--- config.mk ---
export PLATFORM = sky130hd
export DESIGN_NAME = mem_port_arbiter
export DESIGN_NICKNAME = d
export VERILOG_FILES = /design/src/rtl/mem_port_arbiter.sv
export SDC_FILE = /design/constraint.sdc
export NUM_CORES = 1
export LEC_CHECK = 0
export CAP_MARGIN = 20
export CORE_MARGIN = 1
export CORE_UTILIZATION = 25
export CTS_BUF_LIST = sky130_fd_sc_hd__clkbuf_8
export CTS_CLUSTER_DIAMETER = 60
export DETAILED_ROUTE_END_ITERATION = 8
export GPL_ROUTABILITY_DRIVEN = 0
export PLACE_DENSITY = 0.82
export SETUP_SLACK_MARGIN = 0.1
export SYNTH_ARGS = -nofsm -noshare
export SYNTH_HDL_FRONTEND = slang
export SYNTH_SLANG_ARGS = --single-unit
export TNS_END_PERCENT = 10
--- constraint.sdc ---
create_clock -name clk -period 2.36 [get_ports clk]
set_clock_uncertainty 0.1 [all_clocks]
set_input_delay 0.708 -clock clk [delete_from_list [all_inputs] [get_ports clk]]
set_output_delay 0.708 -clock clk [all_outputs]
set_load 0.05 [all_outputs]
--- src/rtl/mem_port_arbiter.sv ---
// -----------------------------------------------------------------------------
// mem_port_arbiter
//
// Shares the single main-memory port between the I-cache (instruction fill,
// read-only) and the D-cache (load fill / store write-through). A grant is held
// for a whole BURST-beat transaction, and mem_ready is steered only to the
// current owner. The I-side has priority. A streak counter makes sure the
// D-side is eventually served even when the I-side keeps requesting.
//
// Parameters
//   BURST         beats (mem_ready pulses) per transaction, >= 1
//   MAX_I_STREAK  consecutive I wins allowed while D waits, >= 1
//
// Ports
//   clk          in   1   clock, all state changes on posedge
//   clr          in   1   asynchronous active-high reset
//   i_strobe     in   1   I-cache request, held until its last i_ready
//   i_a          in   32  I-cache word address
//   i_ready      out  1   mem_ready routed to the I-cache
//   d_strobe     in   1   D-cache request, held until its last d_ready
//   d_rw         in   1   D request is a write (1) or a read (0)
//   d_a          in   32  D-cache word address
//   d_din        in   32  D-cache store data
//   d_ready      out  1   mem_ready routed to the D-cache
//   mem_a        out  32  address to memory
//   mem_access   out  1   memory request strobe
//   mem_write    out  1   memory write enable
//   mem_st_data  out  32  store data to memory
//   mem_ready    in   1   memory beat-complete pulse
//   sel_i        out  1   I-cache owns the port
//   busy         out  1   any grant state
//
// State      | meaning
// -----------+------------------------------------------------------------
// S_IDLE     | no owner, arbitrate on this cycle's strobes, no memory traffic
// S_GNT_I    | I-cache owns the port until its last beat or strobe drop
// S_GNT_D    | D-cache owns the port until its last beat or strobe drop
// -----------------------------------------------------------------------------
module mem_port_arbiter #(
  parameter int BURST        = 1,
  parameter int MAX_I_STREAK = 4
) (
  input  logic        clk,
  input  logic        clr,
  input  logic        i_strobe,
  input  logic [31:0] i_a,
  output logic        i_ready,
  input  logic        d_strobe,
  input  logic        d_rw,
  input  logic [31:0] d_a,
  input  logic [31:0] d_din,
  output logic        d_ready,
  output logic [31:0] mem_a,
  output logic        mem_access,
  output logic        mem_write,
  output logic [31:0] mem_st_data,
  input  logic        mem_ready,
  output logic        sel_i,
  output logic        busy
);

  localparam int BEAT_W   = (BURST > 1) ? $clog2(BURST + 1) : 1;
  localparam int STREAK_W = (MAX_I_STREAK > 1) ? $clog2(MAX_I_STREAK + 1) : 1;

  localparam logic [BEAT_W-1:0]   LAST_BEAT  = BEAT_W'(BURST - 1);
  localparam logic [STREAK_W-1:0] STREAK_MAX = STREAK_W'(MAX_I_STREAK);

  typedef enum logic [1:0] {
    S_IDLE  = 2'd0,
    S_GNT_I = 2'd1,
    S_GNT_D = 2'd2
  } state_e;

  state_e              state_q,  state_d;
  logic [BEAT_W-1:0]   beat_q,   beat_d;
  logic [STREAK_W-1:0] streak_q, streak_d;

  logic d_starved;

  // D has waited through the allowed number of I transactions.
  assign d_starved = d_strobe && (streak_q == STREAK_MAX);

  always_ff @(posedge clk or posedge clr) begin
    if (clr) begin
      state_q  <= S_IDLE;
      beat_q   <= '0;
      streak_q <= '0;
    end else begin
      state_q  <= state_d;
      beat_q   <= beat_d;
      streak_q <= streak_d;
    end
  end

  always_comb begin
    state_d  = state_q;
    beat_d   = beat_q;
    streak_d = streak_q;

    unique case (state_q)
      S_IDLE: begin
        beat_d = '0;
        if (i_strobe && !d_starved) begin
          state_d = S_GNT_I;
        end else if (d_strobe) begin
          state_d  = S_GNT_D;
          streak_d = '0;
        end
      end

      S_GNT_I: begin
        // A dropped strobe wins over a coincident mem_ready: the owner has
        // walked away, so the transaction is abandoned and the streak kept.
        if (!i_strobe) begin
          state_d = S_IDLE;
          beat_d  = '0;
        end else if (mem_ready) begin
          if (beat_q == LAST_BEAT) begin
            state_d = S_IDLE;
            beat_d  = '0;
            if (!d_strobe) begin
              streak_d = '0;
            end else if (streak_q != STREAK_MAX) begin
              streak_d = streak_q + STREAK_W'(1);
            end
          end else begin
            beat_d = beat_q + BEAT_W'(1);
          end
        end
      end

      S_GNT_D: begin
        if (!d_strobe) begin
          state_d = S_IDLE;
          beat_d  = '0;
        end else if (mem_ready) begin
          if (beat_q == LAST_BEAT) begin
            state_d = S_IDLE;
            beat_d  = '0;
          end else begin
            beat_d = beat_q + BEAT_W'(1);
          end
        end
      end

      default: begin
        state_d = S_IDLE;
        beat_d  = '0;
      end
    endcase
  end

  // Port steering is combinational from the registered owner so that a strobe
  // drop removes mem_access in the same cycle.
  always_comb begin
    i_ready     = 1'b0;
    d_ready     = 1'b0;
    mem_a       = '0;
    mem_access  = 1'b0;
    mem_write   = 1'b0;
    mem_st_data = '0;
    sel_i       = 1'b0;
    busy        = 1'b0;

    unique case (state_q)
      S_GNT_I: begin
        mem_a      = i_a;
        mem_access = i_strobe;
        i_ready    = mem_ready;
        sel_i      = 1'b1;
        busy       = 1'b1;
      end

      S_GNT_D: begin
        mem_a       = d_a;
        mem_access  = d_strobe;
        mem_write   = d_rw && d_strobe;
        mem_st_data = d_din;
        d_ready     = mem_ready;
        busy        = 1'b1;
      end

      default: begin
      end
    endcase
  end

endmodule
# Word level (Yosys, flattened, before mapping)
# Cells that the tools add are included.
dict set report totals {
  word_cells 52
  out_inout_bits 70
  reg_bits 6
}
dict set report op_classes {
  reduce_logical 8
  addsub 2
  n_eq_ne 11
  muxes 28
}
# cell count
set ops {}
lappend ops {{one-hot mux 32 bit (2 select lines)} 1}
lappend ops {{two-way mux 32 bit} 1}
lappend ops {{two-way mux 3 bit} 7}
lappend ops {{two-way mux 2 bit} 6}
lappend ops {{inequality test 2 bit, second input constant} 5}
lappend ops {{two-way mux 1 bit} 9}
lappend ops {{inequality test 3 bit, second input constant} 3}
lappend ops {{AND reduction 7 bit} 1}
lappend ops {{one-hot mux 2 bit (3 select lines)} 1}
lappend ops {{one-hot mux 3 bit (2 select lines)} 1}
lappend ops {{one-hot mux 1 bit (2 select lines)} 2}
lappend ops {{adder 3 x 1 -> 3 bit, second input constant} 1}
lappend ops {{== test 3 bit, second input constant} 1}
lappend ops {{logical AND 1 bit} 3}
lappend ops {{== test 2 x 1 -> 1 bit, second input constant} 1}
lappend ops {{== test 2 bit, second input constant} 1}
lappend ops {{zero test 2 bit} 1}
lappend ops {{nonzero test 2 bit} 1}
lappend ops {{OR reduction 2 bit} 1}
lappend ops {{adder 1 bit, second input constant} 1}
lappend ops {{zero test 1 bit} 1}

# Logic depth before layout (Yosys ltp)
dict set report depth {
  depth_word 7
  ltp_mapped 6
}

# Worst setup path before layout
# OpenSTA, ideal clock, no wires.
dict set report synth_path {
  kind {reg-to-output}
  start {register state_q[1]}
  end {output port mem_a[13]}
  arrival_ns 2.179
  path_stages_with_launch 7
  slack_ns -0.627
  n_path_buf 2
  path_cell_list {dfrtp_1 -> inv_1 -> ha_1 -> buf_4 -> buf_2 -> a22oi_1 -> nor2b_1}
}
dict set report synth_via {
  elab_chain_len 2
  word_cells_on_any_way 3
  cone_classes {eq/ne (2); mux (1)}
}
# element line
set synth_lines {}
lappend synth_lines {{from (decl)} 74} ;# state_e state_q, state_d;
lappend synth_lines {{from (signal assigned)} 89} ;# state_q <= state_d;
lappend synth_lines {{== test 2 bit / == test 2 x 1 -> 1 bit (equally long branches)} 165} ;# unique case (state_q)
lappend synth_lines {{one-hot mux 32 bit (2 select lines) (*)} 165}
lappend synth_lines {{to (decl)} 53} ;# output logic [31:0] mem_a,
# Every way passes the cells marked *; elsewhere a longest branch is shown, timed or not.

# Final worst setup path
dict set report layout_path {
  start {input port d_a[19]}
  end {output port mem_a[19]}
}
dict set report layout_via {
  elab_chain_len 1
}
# element line
set layout_lines {}
lappend layout_lines {{from (decl)} 50} ;# input logic [31:0] d_a,
lappend layout_lines {{one-hot mux 32 bit (2 select lines)} 165}
# No other way between the ends.

==> impl_metrics.tcl <==
set metrics [dict create \
    outcome "finished, violations left" \
    failed_checks "negative setup slack" \
    critPathRequiredTime_ns 1.55 \
    p_leak_nw 1.77 \
    slew_at_the_pin_closest_to_its_max_slew_limit_ns 0.460 \
    finish.cell_count_without_fillers 412 \
    report.final.hold_viol_count 0 \
    drt_iter0_drc 98 \
    cp_max_fo 1 \
    clkSinkCount 6 \
    grt_pass1_wl_um 12600 \
    number_of_global_route_vias_before_repair 2256 \
    final.hold.worst_slack_ns 0.437 \
    holdPathEnd "streak_q[0]" \
    p_sw_frac 0.482 \
    ir_drop_v 0.000835 \
    detail-route-antenna-nets 0 \
    crit_path_start_kind "input port" \
    final_core_utilization 0.943 \
    cp.arrival_ns 1.72 \
    fillerInstances 125 \
    routed_via_density 5.40 \
    slew_headroom 0.688 \
    routedWlPerCell_um 25.4 \
    layout-area-overhead-vs-synth_pct 264 \
    post_synth_cell_types 32 \
    post-place-ws_ns -0.217 \
    core_box_area_um2 4720 \
    slew_viol_final 0 \
    layout.cells.most_common_list "88 x sky130_fd_sc_hd__clkdlybuf4s50_1, 76 x sky130_fd_sc_hd__buf_12, 29 x sky130_fd_sc_hd__a22oi_2" \
    setup_violation_total_in_the_final_timing_report 66 \
    path_clk_slew_ns 0.04 \
    grt_remaining_overflow 0 \
    synthesis.yosys.warnings 0 \
    total_power_mw 5.16 \
    synthesis.instances 166 \
    cts-root-buf "sky130_fd_sc_hd__clkbuf_8" \
    total_instance_count_after_detailed_placement 397 \
    finalNetCount 454 \
    worst-r2r-setup-slack_ns 0.43 \
    power.switching_mw 2.49 \
    timing.final.crit_period_ns 2.52 \
    design.portCount 172 \
    routed_wirelength_um 10500 \
    timing.max_cap.violations 0 \
    chipHeight_um 71.9 \
    r2r.worst_path.cells 8 \
    hold_depth 1 \
    tritoncts "done" \
    ys_ff_latch 6 \
    setup_repair_after_global_routing_missed_its_margin "yes" \
    critPathCaptureType "output port" \
    clock_tree.htree_level_count 1 \
    num_vias 2223 \
    port_buffers 171 \
    post-route-worst-setup-slack_ns -0.164 \
    initial_utilization 0.259 \
    clk-insertion-delay-late_ns 0.23 \
    power-per-cell-area_nw_per_um2 1160 \
    reg2reg_to "streak_q[2]" \
    grtUsageTotal 0.325 \
    fin_crit_sh 1.07 \
    final_layout_size_suffix_gt1_frac 0.541 \
    timing.fmax_mhz 396 \
    min-delay-path-class "reg -> reg" \
    design.die.area_um2 5170 \
    drc 0 \
    dp_hpwl_um 5720 \
    cellInternalPower_mw 2.67 \
    synth.avg_cell_area_um2 7.36 \
    clock_tree.buffer_depth 2 \
    rows 25 \
    numCtsBuffers 3 \
    synth.cell_area_um2 1220 \
    synth_nets 274 \
    start_to_end_type_of_the_worst_setup_path "in -> out" \
    synth.yosys.seq_area_share 0.123 \
    comb_power_share 0.930 \
    fp.dieW_um 71.9 \
    r2r_start "state_q[1]" \
    worstHoldStart "streak_q[0]" \
    grt_start_max_net_pins 25 \
    first_pass_iters 4 \
    pwr-share-seq 0.038 \
    clkPwrFrac 0.032 \
    layout_commonest_cell "sky130_fd_sc_hd__clkdlybuf4s50_1" \
    grt_antenna_before_repair 1 \
]
worst max-delay path, cell delays in order:
cell and delay (ns):
sky130_fd_sc_hd__clkdlybuf4s50_1 0.48, sky130_fd_sc_hd__a22oi_2 0.30, sky130_fd_sc_hd__nor2b_4 0.07, sky130_fd_sc_hd__buf_12 0.15
power groups by stage:
stage,logic [mW],clock network [mW],registers [mW]
6_report,4.80,0.166,0.197
5_1_grt,4.91,0.171,0.205
3_3_place_gp,4.09,0,0.176
3_5_place_dp,4.16,0,0.181
4_1_cts,4.54,0.156,0.186
2_1_floorplan,2.35,0,0.171
cell usage after synthesis:
cell / n / share of area
sky130_fd_sc_hd__nand2_1: 1 / 0.0031
sky130_fd_sc_hd__o21ai_0: 1 / 0.0041
sky130_fd_sc_hd__nor2_1: 1 / 0.0031
sky130_fd_sc_hd__nor2b_2: 1 / 0.0072
sky130_fd_sc_hd__nand4_1: 2 / 0.010
sky130_fd_sc_hd__buf_4: 2 / 0.012
sky130_fd_sc_hd__o21ai_1: 2 / 0.0082
sky130_fd_sc_hd__a31oi_1: 3 / 0.015
sky130_fd_sc_hd__a22o_1: 1 / 0.0072
sky130_fd_sc_hd__nand2b_1: 1 / 0.0051
sky130_fd_sc_hd__nand2_2: 1 / 0.0051
sky130_fd_sc_hd__a2111o_1: 1 / 0.0092
sky130_fd_sc_hd__buf_6: 1 / 0.0092
sky130_fd_sc_hd__and3_2: 1 / 0.0061
sky130_fd_sc_hd__clkbuf_2: 3 / 0.012
sky130_fd_sc_hd__mux2i_1: 2 / 0.016
sky130_fd_sc_hd__inv_1: 9 / 0.028
sky130_fd_sc_hd__o211ai_1: 3 / 0.018
sky130_fd_sc_hd__dfrtp_1: 6 / 0.12
sky130_fd_sc_hd__and3_4: 1 / 0.0092
sky130_fd_sc_hd__and4b_1: 1 / 0.0082
sky130_fd_sc_hd__buf_2: 8 / 0.033
sky130_fd_sc_hd__ha_1: 6 / 0.061
sky130_fd_sc_hd__o311ai_1: 1 / 0.0072
sky130_fd_sc_hd__a32oi_1: 1 / 0.0072
sky130_fd_sc_hd__and2_1: 35 / 0.18
sky130_fd_sc_hd__nor3_1: 1 / 0.0041
sky130_fd_sc_hd__a22oi_1: 32 / 0.20
sky130_fd_sc_hd__clkbuf_1: 3 / 0.0092
sky130_fd_sc_hd__o2111ai_1: 1 / 0.0072
sky130_fd_sc_hd__nor2b_1: 33 / 0.17
sky130_fd_sc_hd__nand3b_1: 1 / 0.0061
layout make-up:
class                      count  area (um^2)  area share
tap                           67         83.8      0.0188
sequential                     6          153      0.0343
inverter                       9         38.8     0.00871
clock buffer                   3         41.3     0.00927
multi-input combinational    134         1400       0.314
antenna                        1         2.50    0.000562
timing repair buffer         192         2740       0.614
per-stage QoR:
step | area [um^2] | TNS, ns
finish | 4450 | -3.35
floorplan | 1480 | -0.379
CTS | 4330 | -2.69
detailed placement | 4010 | -2.94
global placement | 4010 | -1.91
global route | 4450 | -5.64
sequential cells by signal, summed over array words and instances, names as in the netlist:
register  flops
beat_q        1
streak_q      3
state_q       2
metal layers:
metal / GRT usage / wire, um
met5: 0 / 0
met4: 0.109 / 462
met3: 0.0736 / 978
met2: 0.651 / 5600
met1: 0.326 / 3420
repair_timing:
| item | in CTS | in global routing |
|---|---|---|
| pin swaps | 18 | 6 |
| resized for setup | 53 | 19 |
| gates cloned | 2 | 2 |
| setup buffers | 6 | 1 |
| hold buffers | 0 | 0 |
| setup endpoints to repair | 68 | 69 |
worst max path at each step:
stage / start / end / slack (ns)
after global routing: state_q[0] / mem_a[31] / -0.16
final: d_a[19] / mem_a[19] / -0.16
after global placement: d_strobe / mem_access / -0.22
after floorplan: state_q[0] / mem_st_data[11] / -0.01
after detailed placement: d_strobe / mem_access / -0.22
after CTS: d_a[18] / mem_a[18] / -0.09
cell families (layout without fill, tap and decap cells):
| kind of cell | Yosys count | after routing | synth area share |
|---|---|---|---|
| other | 0 | 1 | 0 |
| adders and majority gates | 6 | 6 | 0.0614 |
| muxes | 2 | 2 | 0.0164 |
| buffers and inverters | 26 | 204 | 0.103 |
| and+or+nand+nor | 80 | 80 | 0.416 |
| AOI/OAI and AO/OA | 46 | 46 | 0.280 |
| DFF | 6 | 6 | 0.123 |
No activity file was read; power rests on OpenSTA's default activity.
